File: src/rtl/imm_gen_pipe_pkg.sv
// Shared definitions for immediate generation: format encodings and legal XLEN values.
package imm_gen_pipe_pkg;

  typedef enum logic [2:0] {
    IMM_R     = 3'd0,
    IMM_S     = 3'd1,
    IMM_B     = 3'd2,
    IMM_U     = 3'd3,
    IMM_J     = 3'd4,
    IMM_I     = 3'd5,
    IMM_ISTAR = 3'd6,
    IMM_Z     = 3'd7
  } imm_sel_e;

  localparam int XLEN_RV32 = 32;
  localparam int XLEN_RV64 = 64;

  function automatic bit xlen_legal(input int xlen);
    return (xlen == XLEN_RV32) || (xlen == XLEN_RV64);
  endfunction

endpackage

File: src/rtl/imm_gen_pipe_extract.sv
// Combinational RISC-V immediate extractor: instruction word + format select -> XLEN immediate.
module imm_extract
  import imm_gen_pipe_pkg::*;
#(
  parameter int XLEN = 32
) (
  input  logic [31:0]     inst,
  input  logic [2:0]      imm_sel,
  output logic [XLEN-1:0] imm,
  output logic            illegal
);

  // Opcode bits never contribute to any immediate format.
  logic unused_opcode;
  assign unused_opcode = ^inst[6:0];

  always_comb begin
    imm     = '0;
    illegal = 1'b0;
    case (imm_sel_e'(imm_sel))
      IMM_R:     imm = '0;
      IMM_I:     imm = XLEN'($signed(inst[31:20]));
      IMM_S:     imm = XLEN'($signed({inst[31:25], inst[11:7]}));
      IMM_B:     imm = XLEN'($signed({inst[31], inst[7], inst[30:25], inst[11:8], 1'b0}));
      IMM_J:     imm = XLEN'($signed({inst[31], inst[19:12], inst[20], inst[30:21], 1'b0}));
      IMM_U:     imm = XLEN'($signed({inst[31:12], 12'b0}));
      IMM_ISTAR: imm = (XLEN == XLEN_RV64) ? XLEN'(inst[25:20]) : XLEN'(inst[24:20]);
      IMM_Z:     imm = XLEN'(inst[19:15]);
      default: begin
        imm     = '0;
        illegal = 1'b1;
      end
    endcase
  end

endmodule

File: src/rtl/imm_gen_pipe.sv
// Immediate generator with a 2-entry output FIFO carrying immediate, tag and illegal flag.
module imm_gen_pipe
  import imm_gen_pipe_pkg::*;
#(
  parameter int XLEN  = 32,
  parameter int TAG_W = 32
) (
  input  logic             clk,
  input  logic             rst_n,
  input  logic             in_valid,
  output logic             in_ready,
  input  logic [31:0]      in_inst,
  input  logic [2:0]       in_imm_sel,
  input  logic [TAG_W-1:0] in_tag,
  output logic             out_valid,
  input  logic             out_ready,
  output logic [XLEN-1:0]  out_imm,
  output logic [TAG_W-1:0] out_tag,
  output logic             out_illegal
);

  if (!xlen_legal(XLEN)) begin : g_bad_xlen
    $error("imm_gen_pipe: XLEN must be 32 or 64");
  end

  logic [XLEN-1:0] ext_imm;
  logic            ext_illegal;

  imm_extract #(.XLEN(XLEN)) u_extract (
    .inst    (in_inst),
    .imm_sel (in_imm_sel),
    .imm     (ext_imm),
    .illegal (ext_illegal)
  );

  logic [1:0]       count_q, count_d;
  logic             wr_ptr_q, wr_ptr_d;
  logic             rd_ptr_q, rd_ptr_d;
  logic [XLEN-1:0]  imm_mem_q [2];
  logic [XLEN-1:0]  imm_mem_d [2];
  logic [TAG_W-1:0] tag_mem_q [2];
  logic [TAG_W-1:0] tag_mem_d [2];
  logic [1:0]       ill_mem_q, ill_mem_d;
  logic             push, pop;

  // Both handshakes depend only on registered count, so out_ready never reaches in_ready.
  assign in_ready  = (count_q < 2'd2);
  assign out_valid = (count_q != 2'd0);
  assign push      = in_valid && in_ready;
  assign pop       = out_valid && out_ready;

  always_comb begin
    imm_mem_d = imm_mem_q;
    tag_mem_d = tag_mem_q;
    ill_mem_d = ill_mem_q;
    if (push) begin
      imm_mem_d[wr_ptr_q] = ext_imm;
      tag_mem_d[wr_ptr_q] = in_tag;
      ill_mem_d[wr_ptr_q] = ext_illegal;
    end
    wr_ptr_d = wr_ptr_q ^ push;
    rd_ptr_d = rd_ptr_q ^ pop;
    case ({push, pop})
      2'b10:   count_d = count_q + 2'd1;
      2'b01:   count_d = count_q - 2'd1;
      default: count_d = count_q;
    endcase
  end

  always_ff @(posedge clk) begin
    if (!rst_n) begin
      count_q  <= '0;
      wr_ptr_q <= 1'b0;
      rd_ptr_q <= 1'b0;
    end else begin
      count_q  <= count_d;
      wr_ptr_q <= wr_ptr_d;
      rd_ptr_q <= rd_ptr_d;
    end
  end

  always_ff @(posedge clk) begin
    imm_mem_q <= imm_mem_d;
    tag_mem_q <= tag_mem_d;
    ill_mem_q <= ill_mem_d;
  end

  // Storage is not cleared; outputs are masked to zero whenever the buffer is empty.
  assign out_imm     = out_valid ? imm_mem_q[rd_ptr_q] : '0;
  assign out_tag     = out_valid ? tag_mem_q[rd_ptr_q] : '0;
  assign out_illegal = out_valid && ill_mem_q[rd_ptr_q];

endmodule

File: config.mk
export PLATFORM = sky130hd
export DESIGN_NAME = imm_gen_pipe
export DESIGN_NICKNAME = d
export VERILOG_FILES = /design/src/rtl/imm_gen_pipe_pkg.sv /design/src/rtl/imm_gen_pipe_extract.sv /design/src/rtl/imm_gen_pipe.sv
export SDC_FILE = /design/constraint.sdc
export NUM_CORES = 1
export LEC_CHECK = 0
export CAP_MARGIN = 10
export CORE_UTILIZATION = 23
export CTS_CLUSTER_SIZE = 40
export DETAILED_ROUTE_END_ITERATION = 10
export GPL_ROUTABILITY_DRIVEN = 0
export HOLD_SLACK_MARGIN = 0.03
export MAX_ROUTING_LAYER = met4
export PLACE_DENSITY = 0.47
export SLEW_MARGIN = 20
export SYNTH_ARGS = -nofsm -noshare
export SYNTH_HDL_FRONTEND = slang
export SYNTH_SLANG_ARGS = --single-unit
File: constraint.sdc
create_clock -name clk -period 4.61 [get_ports clk]
set_clock_uncertainty 0.05 [all_clocks]
set_input_delay 1.1525 -clock clk [delete_from_list [all_inputs] [get_ports clk]]
set_output_delay 1.1525 -clock clk [all_outputs]
set_load 0.01 [all_outputs]
==> impl_metrics.py, run 1 <==
metrics = {
    "status": {
        "status": "finished clean",
    },
    "yosys": {
        "async_reset_ff_share_pct": 0,
        "synth_fp_nets": 489,
        "syn_area_um2": 5890,
        "yosysTopAreaCellShare_pct": 66.3,
        "synth_flop_cell": "edfxtp_1",
        "synth_cell_types": 35,
        "yosys-top-cells-count": "edfxtp_1 (130), nor2_1 (68), mux2i_1 (67)",
        "synth-seq-area-share_pct": 67.6,
        "synthCells": 415,
        "yosysMostFrequentCell": "edfxtp_1",
        "synth_area_leader_cell": "edfxtp_1",
        "ys_ff_latch": 134,
        "yosysWarnings": 0,
        "syn-mean-instance-area_um2": 14.2,
        "yosys-top-cells-area": "edfxtp_1 (66%), mux2i_1 (11%), nor2_1 (4.3%)",
        "synth_edf_count": 130,
    },
    "die": {
        "die_w_um": 162,
        "core_um2": 25200,
        "ios": 138,
        "row_count": 58,
        "die_height_um": 162,
        "die_area_um2": 26300,
        "initial_utilization_pct": 23.4,
    },
    "global_route": {
        "busiest_layer": "met2",
        "grt_max_degree": 42,
        "antenna_found_initial": 0,
        "grt_pass1_wl_mm": 21.0,
        "track_usage_pct": 11.0,
        "overflow": 0,
        "grt_pass1_vias": 3899,
        "met1_usage_pct": 13.1,
        "met2_usage_pct": 17.8,
        "met3_usage_pct": 2.83,
    },
    "hold_path": {
        "min_to": "ill_mem_q[0]$_DFFE_PN_",
        "worstHoldPathType": "register to register",
        "min_path_cells": 1,
        "hold_start": "ill_mem_q[0]$_DFFE_PN_",
    },
    "finish": {
        "synthToLayoutAreaGrowth_pct": 38.2,
        "finalNetCount": 616,
        "multi_input_area_um2": 1710,
        "fillerInstances": 2460,
        "layout-drive-gt1-share_pct": 11.5,
        "n_antenna_cell": 0,
        "register_area_um2": 3990,
    },
    "clocking": {
        "cts_tree": "yes",
        "clkSinkCount": 134,
        "cts_buffer_depth": 2,
        "htreeDepth": 4,
        "clk_pin_slew_worst_paths_ns": 0.06,
        "cts_buffers": 17,
        "insertion_delay_ns": 0.41,
        "root_buffer": "clkbuf_16",
        "ctsResizeCount": 0,
        "postCtsHoldBufs": 0,
        "postCtsSetupBuffers": 0,
    },
    "sta": {
        "finalHoldViolations": 0,
        "tightest_slew_ns": 0.728,
        "fin_crit_sh_pct": 77.7,
        "setup_ws_ns": 1.03,
        "tns_ns": 0,
        "fmax_mhz": 279,
        "drv_slew": 0,
        "setup_viol": 0,
        "fin_crit_ns": 3.58,
        "slew_headroom_pct": 51.4,
        "rsz0062_at_grt": "false",
    },
    "setup_path": {
        "worstSetupPathType": "register to output port",
        "worstPathMaxFanout": 35,
        "crit_required_ns": 3.41,
        "r2r_cells": 3,
        "r2r_setup_slack_ns": 2.58,
        "start_kind": "register",
        "r2r_end": "tag_mem_q[3]$_DFFE_PP_",
        "r2r_start": "count_q[1]$_SDFFE_PN0P_",
        "cp.arrival_ns": 2.38,
        "end_kind": "output port",
    },
    "drt": {
        "wl_per_cell_um": 15.1,
        "ant_nets": 0,
        "vias": 3720,
        "drc_errors": 0,
        "routed_wl_mm": 13.4,
        "drtIter0Drc": 177,
        "viasPerCell": 4.20,
        "dr.pass1.iters": 4,
    },
    "place": {
        "hpwl_mm": 8.79,
        "io_buffers": 130,
        "dp_slack_ns": 1.26,
    },
    "power": {
        "power.density_nw_per_um2": 585,
        "peakVddDrop_v": 0.000202,
        "p_leak_nw": 2.67,
    },
    "job": {
        "maxCapViolCount": 0,
    },
}
metrics by stage:
step	instance area [µm²]	utilization [%]	instances	hold WS, ns	total power, mW
final	8140	32.3	885	0.520	4.76
after global routing	8140	32.3	885	0.537	5.05
after CTS	8140	32.3	885	0.529	4.87
after detailed placement	7550	30.0	853	0.512	3.54
after global placement	7550	30.0	853	0.494	3.52
after floorplan	5890	-	415	0.445	2.62
power breakdown:
group          internal, mW  total [mW]  switching, mW
sequential             1.62        1.74          0.120
clock                 0.723        1.31          0.583
combinational         0.868        1.72          0.851
cell type report:
cell class                 count  area share, %
clock buffer                  17           5.23
clock inverter                15           1.97
inverter                       7          0.323
multi-input combinational    244           21.1
sequential                   134           49.0
tap                          330           5.07
timing repair buffer         138           17.3
logic make-up (layout without fill, tap and decap cells):
group | count (synthesis) | count (layout) | share of synthesized area, %
compound gates | 66 | 66 | 7.65
flops | 134 | 134 | 67.6
simple gates | 105 | 105 | 8.43
mux | 67 | 67 | 11.4
buf+inv | 37 | 177 | 3.80
xor+xnor | 3 | 3 | 0.446
fa+ha+maj | 3 | 3 | 0.637
critical path, stage by stage, from the launching register on:
cell and delay (ns):
dfxtp_4 0.75, buf_12 0.35, mux2i_1 0.11, nor2_1 0.16, clkdlybuf4s50_1 0.58
registers in the layout, indices dropped and copies added (netlist names):
signal / flops
ill_mem_q: 2
imm_mem_q: 64
wr_ptr_q: 1
tag_mem_q: 64
count_q: 2
rd_ptr_q: 1
how the worst max path moves through the flow:
| stage | start | endpoint | slack (ns) | cells after the start |
|---|---|---|---|---|
| final | rd_ptr_q$_SDFF_PN0_ | out_imm[11] | 1.03 | 4 |
| after global routing | rd_ptr_q$_SDFF_PN0_ | out_imm[1] | 0.83 | 4 |
| after CTS | rd_ptr_q$_SDFF_PN0_ | out_imm[1] | 0.91 | 4 |
| after detailed placement | in_imm_sel[1] | imm_mem_q[20]$_DFFE_PP_ | 1.26 | 5 |
| after global placement | in_valid | tag_mem_q[2]$_DFFE_PP_ | 1.30 | 4 |
| after floorplan | in_valid | imm_mem_q[32]$_DFFE_PP_ | 1.08 | 2 |
routing by layer:
metal  wire (µm)  vias to the layer above  share of wire, %
met5           0                        -                 0
met4         152                        0               1.1
met3         565                       13               4.2
met2        6530                       94                49
met1        6110                     1829                46
li1            -                     1784                 -
layout by cell type, fill, tap and decap left out, types with 8 or more instances in the layout:
cell type,Yosys,routed
o21ai_1,11,11
nor2b_1,8,8
clkdlybuf4s50_1,0,130
edfxtp_1,130,130
a21oi_1,26,26
clkbuf_16,0,17
o21ai_2,10,10
mux2i_1,67,67
nor2_1,68,67
and2_1,9,9
No activity file was read; power rests on OpenSTA's default activity.
==> run 2, diff against run 1 <==
==> constraint.sdc (replaced) <==
create_clock -name clk -period 3.3 [get_ports clk]
set_clock_uncertainty 0.05 [all_clocks]
set_input_delay 0.825 -clock clk [delete_from_list [all_inputs] [get_ports clk]]
set_output_delay 0.825 -clock clk [all_outputs]
set_load 0.01 [all_outputs]
==> impl_metrics.py, run 2 (synthesized netlist as in run 1, its figures left out) <==
metrics = {
    "finish": {
        "n_antenna_cell": 0,
        "synthToLayoutAreaGrowth_pct": 39.8,
        "finalNetCount": 625,
        "layout-drive-gt1-share_pct": 12.8,
        "fillerInstances": 2469,
        "largestRegisters": "imm_mem_q (64), tag_mem_q (64)",
        "stdcell_count": 894,
        "mostFrequentLayoutCells": "edfxtp_1 (130), clkdlybuf4s50_1 (130), mux2i_1 (67), nor2_1 (67), a21oi_1 (26)",
    },
    "global_route": {
        "overflow": 0,
        "grt_pass1_vias": 3808,
        "track_usage_pct": 10.7,
        "busiest_layer": "met2",
        "met2_usage_pct": 17.3,
        "met1_usage_pct": 12.8,
        "antenna_found_initial": 0,
        "met3_usage_pct": 2.60,
        "grt_max_degree": 42,
        "grt_pass1_wl_mm": 20.6,
    },
    "die": {
        "row_count": 58,
        "core_um2": 25200,
        "die_area_um2": 26300,
        "ios": 138,
        "initial_utilization_pct": 23.4,
        "die_w_um": 162,
        "die_height_um": 162,
    },
    "setup_path": {
        "cp.arrival_ns": 2.08,
        "crit_required_ns": 2.42,
        "worstSetupPathType": "register to output port",
        "end_kind": "output port",
        "start_kind": "register",
        "worstPathMaxFanout": 15,
    },
    "drt": {
        "routed_wl_mm": 13.4,
        "ant_nets": 0,
        "vias": 3717,
        "drc_errors": 0,
        "wl_per_cell_um": 15.0,
        "dr.pass1.iters": 4,
        "drtIter0Drc": 155,
        "viasPerCell": 4.16,
    },
    "sta": {
        "fin_crit_ns": 2.95,
        "setup_viol": 0,
        "finalHoldViolations": 0,
        "tns_ns": 0,
        "fmax_mhz": 338,
        "fin_crit_sh_pct": 89.5,
        "slew_headroom_pct": 56.2,
        "setup_ws_ns": 0.345,
        "drv_slew": 0,
        "tightest_slew_ns": 0.656,
        "rsz0062_at_grt": "false",
    },
    "power": {
        "p_leak_nw": 2.72,
        "peakVddDrop_v": 0.000398,
        "power.density_nw_per_um2": 819,
    },
    "hold_path": {
        "worstHoldPathType": "register to register",
    },
    "clocking": {
        "clkSinkCount": 134,
        "postCtsHoldBufs": 0,
        "cts_tree": "yes",
        "ctsResizeCount": 0,
        "clk_pin_slew_worst_paths_ns": 0.06,
        "cts_buffers": 17,
        "htreeDepth": 4,
        "insertion_delay_ns": 0.41,
        "postCtsSetupBuffers": 0,
        "root_buffer": "clkbuf_16",
        "cts_buffer_depth": 2,
    },
    "place": {
        "hpwl_mm": 9.07,
        "io_buffers": 130,
        "dp_slack_ns": 0.467,
        "dp.cells": 862,
    },
    "status": {
        "status": "finished clean",
    },
    "job": {
        "maxCapViolCount": 0,
    },
}
[run 2: changes by cell type in the layout (fill, tap and decap cells not counted), sizes merged]
cell,delta
bufinv,+1
buf,+9
clkinv,-3
clkinvlp,+2
[run 2: worst paths after layout]
kind	slack [ns]	depth (start not counted)	to	startpoint
worst max-delay path	0.35	4	out_imm[11]	rd_ptr_q$_SDFF_PN0_
worst min-delay path	0.53	1	ill_mem_q[0]$_DFFE_PN_	ill_mem_q[0]$_DFFE_PN_
worst max register to register	1.63	6	count_q[1]$_SDFFE_PN0P_	count_q[1]$_SDFFE_PN0P_
worst min register to register	0.53	1	ill_mem_q[0]$_DFFE_PN_	ill_mem_q[0]$_DFFE_PN_
[run 2: area by class of cell]
cell class / instances / area [µm²] / area share [%]
inverter: 7 / 26.3 / 0.319
tap: 330 / 413 / 5.02
clock buffer: 17 / 425 / 5.17
multi-input combinational: 244 / 1710 / 20.8
clock inverter: 15 / 163 / 1.98
timing repair buffer: 147 / 1500 / 18.3
sequential: 134 / 3990 / 48.4
[run 2: per-layer routing]
| metal | routed length (µm) | vias up | share of wire [%] |
|---|---|---|---|
| li1 | - | 1801 | - |
| met1 | 6300 | 1796 | 47 |
| met2 | 6410 | 108 | 48 |
| met3 | 574 | 12 | 4.3 |
| met4 | 148 | 0 | 1.1 |
| met5 | 0 | - | 0 |
[run 2: report_power, final]
group	internal [mW]	total, mW	switching [mW]
combinational	1.25	2.49	1.24
clock	1.07	1.87	0.801
sequential	2.26	2.38	0.125
total	4.57	6.74	2.17
[run 2: stage by stage]
stage	hold slack [ns]	power, mW	utilization (%)	instance area, µm²
after floorplan	0.445	3.66	-	5890
after global placement	0.493	4.95	30.4	7640
after detailed placement	0.509	4.98	30.4	7640
after CTS	0.527	6.89	32.7	8230
after global routing	0.585	7.12	32.7	8230
final	0.526	6.74	32.7	8230
[run 2: critical path, stage by stage, from the launching register on]
cell and delay, ns:
dfxtp_4 0.53, buf_4 0.27, mux2i_1 0.10, nor2_1 0.17
clkdlybuf4s50_1 0.58
